[src/rtl/sum_nb_seq.sv]
// rtl/sum_nb_seq.sv - multi-cycle N-bit adder/subtractor, CHUNK bits per clock, LSB first
module sum_nb_seq #(
    parameter int WIDTH = 8,
    parameter int CHUNK = 1
) (
    input  logic             clk,
    input  logic             rst,
    input  logic             init,
    input  logic             sub,
    input  logic [WIDTH-1:0] xi,
    input  logic [WIDTH-1:0] yi,
    input  logic             ci,
    output logic [WIDTH-1:0] zi,
    output logic             co,
    output logic             ovf,
    output logic             zero,
    output logic             busy,
    output logic             done
);
    localparam int NCH = WIDTH / CHUNK;
    localparam int CW  = $clog2(NCH) + 1;

    generate
        if ((WIDTH < 2) || (CHUNK < 1) || (WIDTH % CHUNK != 0)) begin : g_param_err
            $error("sum_nb_seq: WIDTH must be >= 2 and a multiple of CHUNK");
        end
    endgenerate

    typedef enum logic {IDLE, RUN} state_t;

    state_t           state_q, state_d;
    logic [WIDTH-1:0] a_q, a_d, b_q, b_d, zi_q, zi_d;
    logic             a_msb_q, a_msb_d, b_msb_q, b_msb_d;
    logic             carry_q, carry_d;
    logic [CW-1:0]    count_q, count_d;
    logic             co_q, co_d, ovf_q, ovf_d, zero_q, zero_d;
    logic             busy_q, busy_d, done_q, done_d;
    logic [CHUNK:0]   chunk_sum;

    always_comb begin
        state_d   = state_q;
        a_d       = a_q;
        b_d       = b_q;
        a_msb_d   = a_msb_q;
        b_msb_d   = b_msb_q;
        carry_d   = carry_q;
        zi_d      = zi_q;
        count_d   = count_q;
        co_d      = co_q;
        ovf_d     = ovf_q;
        zero_d    = zero_q;
        busy_d    = busy_q;
        done_d    = 1'b0;
        // a_q/b_q shift right each RUN cycle so the active chunk is always at the bottom
        chunk_sum = {1'b0, a_q[CHUNK-1:0]} + {1'b0, b_q[CHUNK-1:0]}
                  + {{CHUNK{1'b0}}, carry_q};
        case (state_q)
            IDLE: begin
                if (init) begin
                    a_d     = xi;
                    b_d     = sub ? ~yi : yi;
                    a_msb_d = xi[WIDTH-1];
                    b_msb_d = sub ? ~yi[WIDTH-1] : yi[WIDTH-1];
                    carry_d = sub | ci;
                    zi_d    = '0;
                    count_d = '0;
                    busy_d  = 1'b1;
                    state_d = RUN;
                end
            end
            RUN: begin
                a_d     = a_q >> CHUNK;
                b_d     = b_q >> CHUNK;
                carry_d = chunk_sum[CHUNK];
                for (int i = 0; i < NCH; i++) begin
                    if (count_q == CW'(i)) begin
                        zi_d[i*CHUNK +: CHUNK] = chunk_sum[CHUNK-1:0];
                    end
                end
                count_d = count_q + CW'(1);
                if (count_q == CW'(NCH - 1)) begin
                    co_d    = chunk_sum[CHUNK];
                    ovf_d   = (a_msb_q == b_msb_q) && (zi_d[WIDTH-1] != a_msb_q);
                    zero_d  = (zi_d == '0);
                    done_d  = 1'b1;
                    busy_d  = 1'b0;
                    state_d = IDLE;
                end
            end
            default: state_d = IDLE;
        endcase
    end

    always_ff @(posedge clk or posedge rst) begin
        if (rst) begin
            state_q <= IDLE;
            a_q     <= '0;
            b_q     <= '0;
            a_msb_q <= 1'b0;
            b_msb_q <= 1'b0;
            carry_q <= 1'b0;
            zi_q    <= '0;
            count_q <= '0;
            co_q    <= 1'b0;
            ovf_q   <= 1'b0;
            zero_q  <= 1'b0;
            busy_q  <= 1'b0;
            done_q  <= 1'b0;
        end else begin
            state_q <= state_d;
            a_q     <= a_d;
            b_q     <= b_d;
            a_msb_q <= a_msb_d;
            b_msb_q <= b_msb_d;
            carry_q <= carry_d;
            zi_q    <= zi_d;
            count_q <= count_d;
            co_q    <= co_d;
            ovf_q   <= ovf_d;
            zero_q  <= zero_d;
            busy_q  <= busy_d;
            done_q  <= done_d;
        end
    end

    assign zi   = zi_q;
    assign co   = co_q;
    assign ovf  = ovf_q;
    assign zero = zero_q;
    assign busy = busy_q;
    assign done = done_q;
endmodule

[config.mk]
export PLATFORM = sky130hd
export DESIGN_NAME = sum_nb_seq
export DESIGN_NICKNAME = d
export VERILOG_FILES = /design/src/rtl/sum_nb_seq.sv
export SDC_FILE = /design/constraint.sdc
export NUM_CORES = 1
export LEC_CHECK = 0
export ABC_CLOCK_PERIOD_IN_PS = 1590
export CORE_UTILIZATION = 45
export CTS_BUF_LIST = sky130_fd_sc_hd__clkbuf_4 sky130_fd_sc_hd__clkbuf_8
export DETAILED_ROUTE_END_ITERATION = 8
export GPL_ROUTABILITY_DRIVEN = 0
export GPL_TIMING_DRIVEN = 0
export PLACE_DENSITY = 0.72
export SYNTH_ARGS = -nofsm -noshare
export SYNTH_HDL_FRONTEND = slang
export SYNTH_SLANG_ARGS = --single-unit
[constraint.sdc]
create_clock -name clk -period 1.59 [get_ports clk]
set_input_delay 0.2385 -clock clk [delete_from_list [all_inputs] [get_ports clk]]
set_output_delay 0.2385 -clock clk [all_outputs]
set_load 0.05 [all_outputs]
======== Yosys cells after proc, flatten, opt, wreduce, memory -nomap -nowiden ========
Cells that the tools add are included.
storage, ports and cells
  flip-flop bits (word level) ............. 37
  input port bits ......................... 21
  output and inout port bits .............. 13
  logic and storage cells ................. 73
cells by class
  $add $sub $neg .......................... 3
  equal/unequal tests ..................... 11
  mux-type cells .......................... 36
  bitwise operators ....................... 4
  reduce and logical (&&, ||, !) cells .... 6
operator list
  kind                                           count
  case mux 8 bit (2 select lines)                3
  two-way mux 8 bit                              4
  two-way mux 1 bit                              24
  == test 4 x 3 -> 1 bit, second input constant  4
  == test 4 x 2 -> 1 bit, second input constant  2
  logical NOT 8 bit                              1
  NOT 8 bit                                      1
  case mux 4 bit (2 select lines)                1
  case mux 1 bit (2 select lines)                3
  AND reduction 2 bit                            3
  adder 4 x 1 -> 4 bit, second input constant    1
  == test 4 x 1 -> 1 bit, second input constant  1
  logical NOT 4 bit                              1
  two-way mux 4 bit                              1
  adder 1 x 1 -> 2 bit                           1
  adder 2 x 1 -> 2 bit                           1
  != test 2 x 1 -> 1 bit, second input constant  1
  != test 2 bit, second input constant           1
  NOT 1 bit                                      2
  == test 1 bit                                  1
  logical AND 1 bit                              1
  != test 1 bit                                  1
  bitwise OR 1 bit                               1

======== Longest topological paths before layout ========
Gate-level depths: netlist of the first run.
  depth after elaboration ................. 6
  depth in mapped cells ................... 6

======== Worst setup path before layout of the first run ========
No wires, ideal clock.
  kind .................................... flip-flop to flip-flop
  start ................................... register a_q[0]
  end ..................................... register zero_q, in the netlist zero
  arrival ................................. 1.599 ns
  required time ........................... 1.486 ns
  path slack .............................. -0.112 ns
  cell stages (with the launch flop) ...... 5
  path buffers ............................ 1
  clock period less this slack ............ 1.702 ns
  path through ............................ dfrtp_1 > fa_1 > buf_4 > o31a_1 > o41ai_2
on the way
  cells in the longest elaborated chain, start to end .. 5
  elaborated cells on any way between the ends .. 19
  those cells by class .................... 2 x add/sub; 16 x mux; 1 x reduce/logical
RTL lines
  item                      line  source
  start: declaration        32    logic [WIDTH-1:0] a_q, a_d, b_q, b_d, zi_q, zi_d;
  start signal: assignment  97    a_q <= '0;
  start signal: assignment  111   a_q <= a_d;
  adder 1 x 1 -> 2 bit *    55    chunk_sum = {1'b0, a_q[CHUNK-1:0]} + {1'b0, b_q[CHUNK-1:0]}
  adder 2 x 1 -> 2 bit *    56    + {{CHUNK{1'b0}}, carry_q};
  two-way mux 1 bit         76    if (count_q == CW'(i)) begin
  two-way mux 1 bit         57    case (state_q)
  logical NOT 8 bit *       84    zero_d = (zi_d == '0);
  end signal: assignment    120   zero_q <= zero_d;
  end: declaration          36    logic co_q, co_d, ovf_q, ovf_d, zero_q, zero_d;
Mark *: on every way between the ends. The rest lies on a longest branch, timed or not. The select of a mux whose other input is x is not followed.
A chain may end at the register's enable or synchronous reset.

======== Worst setup path after layout of the first run ========
  start ................................... register carry_q
  end ..................................... register zero_q, in the netlist zero
on the way
  cells in the longest elaborated chain, start to end .. 4
  elaborated cells on any way between the ends .. 18
  those cells by class .................... 1 x add/sub; 16 x mux; 1 x reduce/logical
RTL lines
  item                      line  source
  start: declaration        34    logic carry_q, carry_d;
  start signal: assignment  115   carry_q <= carry_d;
  adder 2 x 1 -> 2 bit *    56
  two-way mux 1 bit         76
  two-way mux 1 bit         57
  logical NOT 8 bit *       84
Marks and branches as above.

==> metrics.yaml, run 1 <==
status:
  status: "finished, violations left"
  violations: "setup timing"
global_routing:
  grt_antenna_before_repair: 0
  grt_max_degree: 38
  grt_pass1_vias: 1442
  grtUsageTotal_pct: 19.8
  grt_pass1_wl_um: 6580
  globalRoute.totalOverflow: 0
flow_run:
  maxCapViolCount: 0
finish:
  syn_to_final_growth_pct: 25.2
  final_cell_mix: "49 x nand2_1, 36 x dfrtp_1, 31 x o21ai_0"
  final_util_pct: 60.2
  final_common_cell: "nand2_1"
  antenna_cells: 0
  nNetsFinal: 284
  drive_gt1_share_pct: 11.7
setup_path:
  cp_top_family: "compound AO/OA/AOI/OAI gates"
  crit-reg2reg-launch: "carry_q$_DFFE_PP0P_"
  worstSetupStartpointType: "register"
  cp_cell_sequence: "fa_1, buf_6, o31a_1, o41ai_2"
  crit_arrival_ps: 1930
  end_kind: "register"
  crit_type: "reg -> reg"
  critPathBufInv: 1
  critPathMaxFanout: 5
  critPathMaxStageDelay_ps: 510
  reg2reg_slack_ps: -150
  crit_path_top_delay_cell: "fa_1"
  r2r-end: "zero$_DFFE_PP0P_"
  setup.worst_path.start: "carry_q$_DFFE_PP0P_"
  cp_data_required_time_ps: 1780
  rr_worst_depth: 4
floorplan:
  fp.dieArea_um2: 4630
  row_count: 23
  start_util_pct: 48.1
  core-area_um2: 4090
  pin_count: 34
  die_h_um: 68.1
  die_w_um: 68.1
min_path:
  min_path_cells: 3
  min_path_type: "in -> reg"
  hp-start: "init"
  worstHoldEndpoint: "busy$_DFFE_PP0P_"
yosys:
  seq_area_frac_synth_pct: 47.1
  ys.flop_type: "dfrtp_1"
  netlist_instances: 216
  yosysTopAreaCell: "dfrtp_1"
  yosysWarnings: 0
  yosys.area.top_type_share_pct: 47.1
  synth_edf_count: 0
  mappedNetlistArea_um2: 1960
  syn_area_per_cell_um2: 9.09
  ys_ff_latch: 37
  syn-num-nets: 242
  synth_area_leaders: "dfrtp_1 47%, nand2_1 9.6%, o21ai_0 8.4%"
  synthDistinctLibCells: 33
  async_flop_share_pct: 100
placement:
  pre_cts_ws_ps: -181
  port_buffers: 31
  hpwl_um: 2770
timing:
  finalSetupViolations: 7
  min_period_ps: 1740
  tightest_slew_ps: 737
  fin_ws_ps: -155
  maxSlewViolCount: 0
  max_slew_margin_pct: 50.8
  max_freq_mhz: 573
  final_hold_viol_count: 0
  fin_crit_sh_pct: 110
  fin_skew_ps: 4.32
  grt_setup_unrepaired: "yes"
routing:
  via_per_inst: 5.13
  routed_wirelength_um: 3900
  drc: 0
  via_count: 1575
  first_pass_iters: 4
  drt-initial-drc-count: 94
  wl_per_cell_um: 12.7
  antenna_left: 0
clock_tree:
  root_buffer: "clkbuf_8"
  cts_buffers: 5
  clock_sinks: 37
  clk_path_buf_depth: 2
  clk_pin_slew_ps: 70
  cts_tree: "done"
  clkLatencyLatePin_ps: 290
  holdBufCountCts: 0
  htree_levels: 2
power:
  irDropWorstVdd_mv: 0.702
  powerDensity_nw_per_um2: 1950
  p_leak_nw: 1.14
## registers in the layout, indices dropped and copies added, names as in the netlist
signal   count
a_q          8
b_q          8
zi           8
count_q      4
a_msb_q      1
b_msb_q      1
busy         1
carry_q      1
co           1
done         1
ovf          1
state_q      1
zero         1
## through the flow
| stage | instances | TNS (ps) | cell area, um^2 | power (mW) | hold slack (ps) |
|---|---|---|---|---|---|
| final | 307 | -491 | 2460 | 4.79 | 369 |
| after detailed placement | 297 | -359 | 2340 | 4.03 | 463 |
| after global placement | 297 | -12400 | 2340 | 3.97 | 458 |
| after CTS | 306 | -297 | 2420 | 4.64 | 372 |
| after floorplan | 216 | -118 | 1970 | 3.36 | 389 |
| after global routing | 307 | -845 | 2460 | 5.17 | 421 |
## cells in the mapped netlist (all sizes together) (2+ instances only)
library cell / number
nor2b: 3
ha: 4
inv: 7
a21oi: 6
nand2b: 5
o22ai: 6
dfrtp: 37
nand3: 3
a2bb2oi: 2
buf: 8
nor2: 12
xnor2: 8
nand2: 50
nand3b: 2
clkbuf: 4
o21ai: 33
mux2i: 14
## per-layer routing
layer | GRT usage [%] | vias to the layer above | wire length [um]
met2 | 31.0 | 40 | 1710
met3 | 4.00 | 7 | 156
met1 | 26.1 | 720 | 1960
met5 | 0 | - | 0
met4 | 9.38 | 0 | 80
li1 | - | 808 | -
## worst reg2reg max path, delay by kind of cell (launching register included)
kind	cells	cell delay, ps
compound gates	2	580
flops	1	400
buf+inv	1	150
fa+ha+maj	1	510
## where the power goes
| part | internal, mW | total [mW] | switching, mW |
|---|---|---|---|
| Sequential | 1.32 | 1.64 | 0.319 |
| Combinational | 1.04 | 2.55 | 1.52 |
| Clock | 0.288 | 0.600 | 0.312 |
| Total | 2.64 | 4.79 | 2.15 |
## cell families (layout without fill, tap and decap cells)
family | Yosys count | in the layout | share of synthesized area [%]
fa+ha+maj | 5 | 5 | 3.57
buf+inv | 20 | 61 | 4.52
mux | 15 | 15 | 7.71
flops | 37 | 37 | 47.1
compound gates | 53 | 53 | 15.5
simple gates | 77 | 77 | 17.5
xor+xnor | 9 | 9 | 4.01
## how the worst max path moves through the flow
stage	endpoint	slack, ps	cells after the start
finish	zero$_DFFE_PP0P_	-150	4
global route	zero$_DFFE_PP0P_	-190	6
CTS	zero$_DFFE_PP0P_	-150	6
detailed placement	ovf$_DFFE_PP0P_	-180	5
global placement	done$_DFF_PP0_	-330	2
floorplan	ovf$_DFFE_PP0P_	-80	5
## layout make-up
cell class,count,area (um^2)
Inverter,8,31.3
Buffer,12,61.3
Clock inverter,1,5.00
Tap cell,50,62.6
Timing Repair Buffer,35,328
Sequential cell,37,927
Multi-Input combinational cell,159,975
Clock buffer,5,68.8
Fill cell,384,1630
## repair_timing
action,in CTS,in global routing
pin swaps,4,4
buffers inserted,3,1
setup endpoints to repair,15,4
gates resized for setup,14,10
(Power assumes the default switching activity.)
==> inputs of run 2 (changes only) <==
Settings changed: CORE_UTILIZATION 45 to 49, PLACE_DENSITY 0.72 to 0.78.
==> run 2 against run 1 <==
  * Die area decreased by 7.9%
  * Non-clock buffer count unchanged
  * Total power increased by 8.8%
  * The run still ends with setup timing left
  * Clock skew increased by 1.6 ps
  * Clock power increased by 62%
  * Critical path depth increased by 1
  * Via count increased by 5.3%
  * Critical endpoint is now ovf$_DFFE_PP0P_
==> metrics.yaml, run 2 (synthesis results as in run 1) <==
status:
  status: "finished, violations left"
  violations: "setup timing"
routing:
  antenna_left: 0
  drc: 0
  first_pass_iters: 4
  via_per_inst: 5.40
  via_count: 1659
  drt-initial-drc-count: 91
  wl_per_cell_um: 14.3
  routed_wirelength_um: 4390
floorplan:
  row_count: 22
  die_h_um: 65.3
  fp.dieArea_um2: 4270
  start_util_pct: 52.5
  core-area_um2: 3740
  pin_count: 34
  die_w_um: 65.3
power:
  p_leak_nw: 1.18
  irDropWorstVdd_mv: 1.12
  combPwrFrac_pct: 50.0
  p_sw_share_pct: 43.2
  clkPwrFrac_pct: 18.6
  p_int_mw: 2.96
  powerDensity_nw_per_um2: 2060
  seq_power_share_pct: 31.4
  p_switching_mw: 2.25
min_path:
  min_path_type: "in -> async"
timing:
  hold_ws_ps: 296
  finalSetupViolations: 6
  fin_ws_ps: -155
  fin_skew_ps: 5.87
  min_period_ps: 1740
  grt_setup_unrepaired: "yes"
  maxSlewViolCount: 0
  max_slew_margin_pct: 60.8
  final_hold_viol_count: 0
  tightest_slew_ps: 588
  max_freq_mhz: 573
  fin_crit_sh_pct: 110
clock_tree:
  cts_buffers: 5
  root_buffer: "clkbuf_8"
  cts_tree: "done"
  holdBufCountCts: 0
  htree_levels: 2
  clock_sinks: 37
  clkLatencyLatePin_ps: 300
  clk_path_buf_depth: 2
  clk_pin_slew_ps: 80
finish:
  antenna_cells: 0
  syn_to_final_growth_pct: 29.0
  regArea_um2: 927
  drive_gt1_share_pct: 11.2
  final_cell_mix: "50 x nand2_1, 36 x dfrtp_1, 31 x o21ai_0"
  multi_input_area_um2: 972
  final_util_pct: 67.7
  final_common_cell: "nand2_1"
  fillers: 302
  nNetsFinal: 284
setup_path:
  cp_data_required_time_ps: 1810
  crit_type: "reg -> reg"
  r2r-end: "ovf$_DFFE_PP0P_"
  crit-reg2reg-launch: "a_q[0]$_DFFE_PP0P_"
  rr_worst_depth: 5
  worstSetupStartpointType: "register"
  reg2reg_slack_ps: -150
  critPathMaxFanout: 5
  crit_arrival_ps: 1960
  end_kind: "register"
global_routing:
  grt_antenna_before_repair: 0
  globalRoute.totalOverflow: 0
  grt_pass1_vias: 1620
  grt_max_degree: 25
  grt_pass1_wl_um: 7470
  grtUsageTotal_pct: 23.3
placement:
  hpwl_um: 3060
  port_buffers: 31
flow_run:
  maxCapViolCount: 0
-- run 2: worst max-delay path, stage by stage (launching register included) --
cell	delay, ps
dfrtp_1	400
fa_1	560
buf_6	120
mux2i_2	80
or3_1	320
a31oi_1	180
-- run 2: metrics by stage --
step | power (mW) | setup TNS, ps | area, um^2 | setup slack, ps | instances
6_report | 5.21 | -418 | 2530 | -155 | 307
5_1_grt | 5.60 | -875 | 2530 | -222 | 307
4_1_cts | 5.14 | -423 | 2520 | -166 | 307
3_5_place_dp | 4.07 | -292 | 2370 | -159 | 296
3_3_place_gp | 3.98 | -10770 | 2340 | -285 | 295
2_1_floorplan | 3.36 | -118 | 1970 | -76.7 | 216
-- run 2: per-layer routing --
layer	share of wire, %	routed length (um)	up-vias	track usage [%]
li1	-	-	811	-
met1	48	2090	802	33.0
met2	47	2060	38	34.9
met3	3.9	172	8	5.03
met4	1.3	57	0	8.42
met5	0	0	-	0
-- run 2: area by class of cell --
class / instances / share of cell area, %
flip-flops and latches: 37 / 36.6
well taps: 48 / 2.37
clock buffers: 5 / 2.71
clock inverters: 3 / 2.57
repair buffers: 35 / 13.7
plain buffers: 12 / 2.47
inverters: 8 / 1.23
multi-input cells: 159 / 38.4
-- run 2: worst max path at each step --
stage	start	to	slack, ps	cells after the start
5_1_grt	a_q[0]$_DFFE_PP0P_	ovf$_DFFE_PP0P_	-220	5
4_1_cts	carry_q$_DFFE_PP0P_	ovf$_DFFE_PP0P_	-170	5
3_5_place_dp	carry_q$_DFFE_PP0P_	ovf$_DFFE_PP0P_	-160	5
3_3_place_gp	rst	zi[1]$_DFFE_PP0P_	-280	2
2_1_floorplan	carry_q$_DFFE_PP0P_	ovf$_DFFE_PP0P_	-80	5
6_report	a_q[0]$_DFFE_PP0P_	ovf$_DFFE_PP0P_	-150	5
-- run 2: repair_timing --
| action | in CTS | in global routing |
|---|---|---|
| hold endpoints to repair | 0 | 0 |
| pin swaps | 3 | 4 |
| gates resized for setup | 18 | 4 |
| endpoints found under the setup margin | 15 | 15 |
| setup buffers | 3 | 0 |
-- run 2: power by group through the flow --
| stage | sequential [mW] | clock (mW) | combinational [mW] |
|---|---|---|---|
| floorplan | 2.02 | 0 | 1.34 |
| global route | 1.70 | 1.02 | 2.88 |
| detailed placement | 1.64 | 0 | 2.43 |
| CTS | 1.63 | 0.982 | 2.53 |
| global placement | 1.63 | 0 | 2.36 |
| finish | 1.64 | 0.970 | 2.60 |
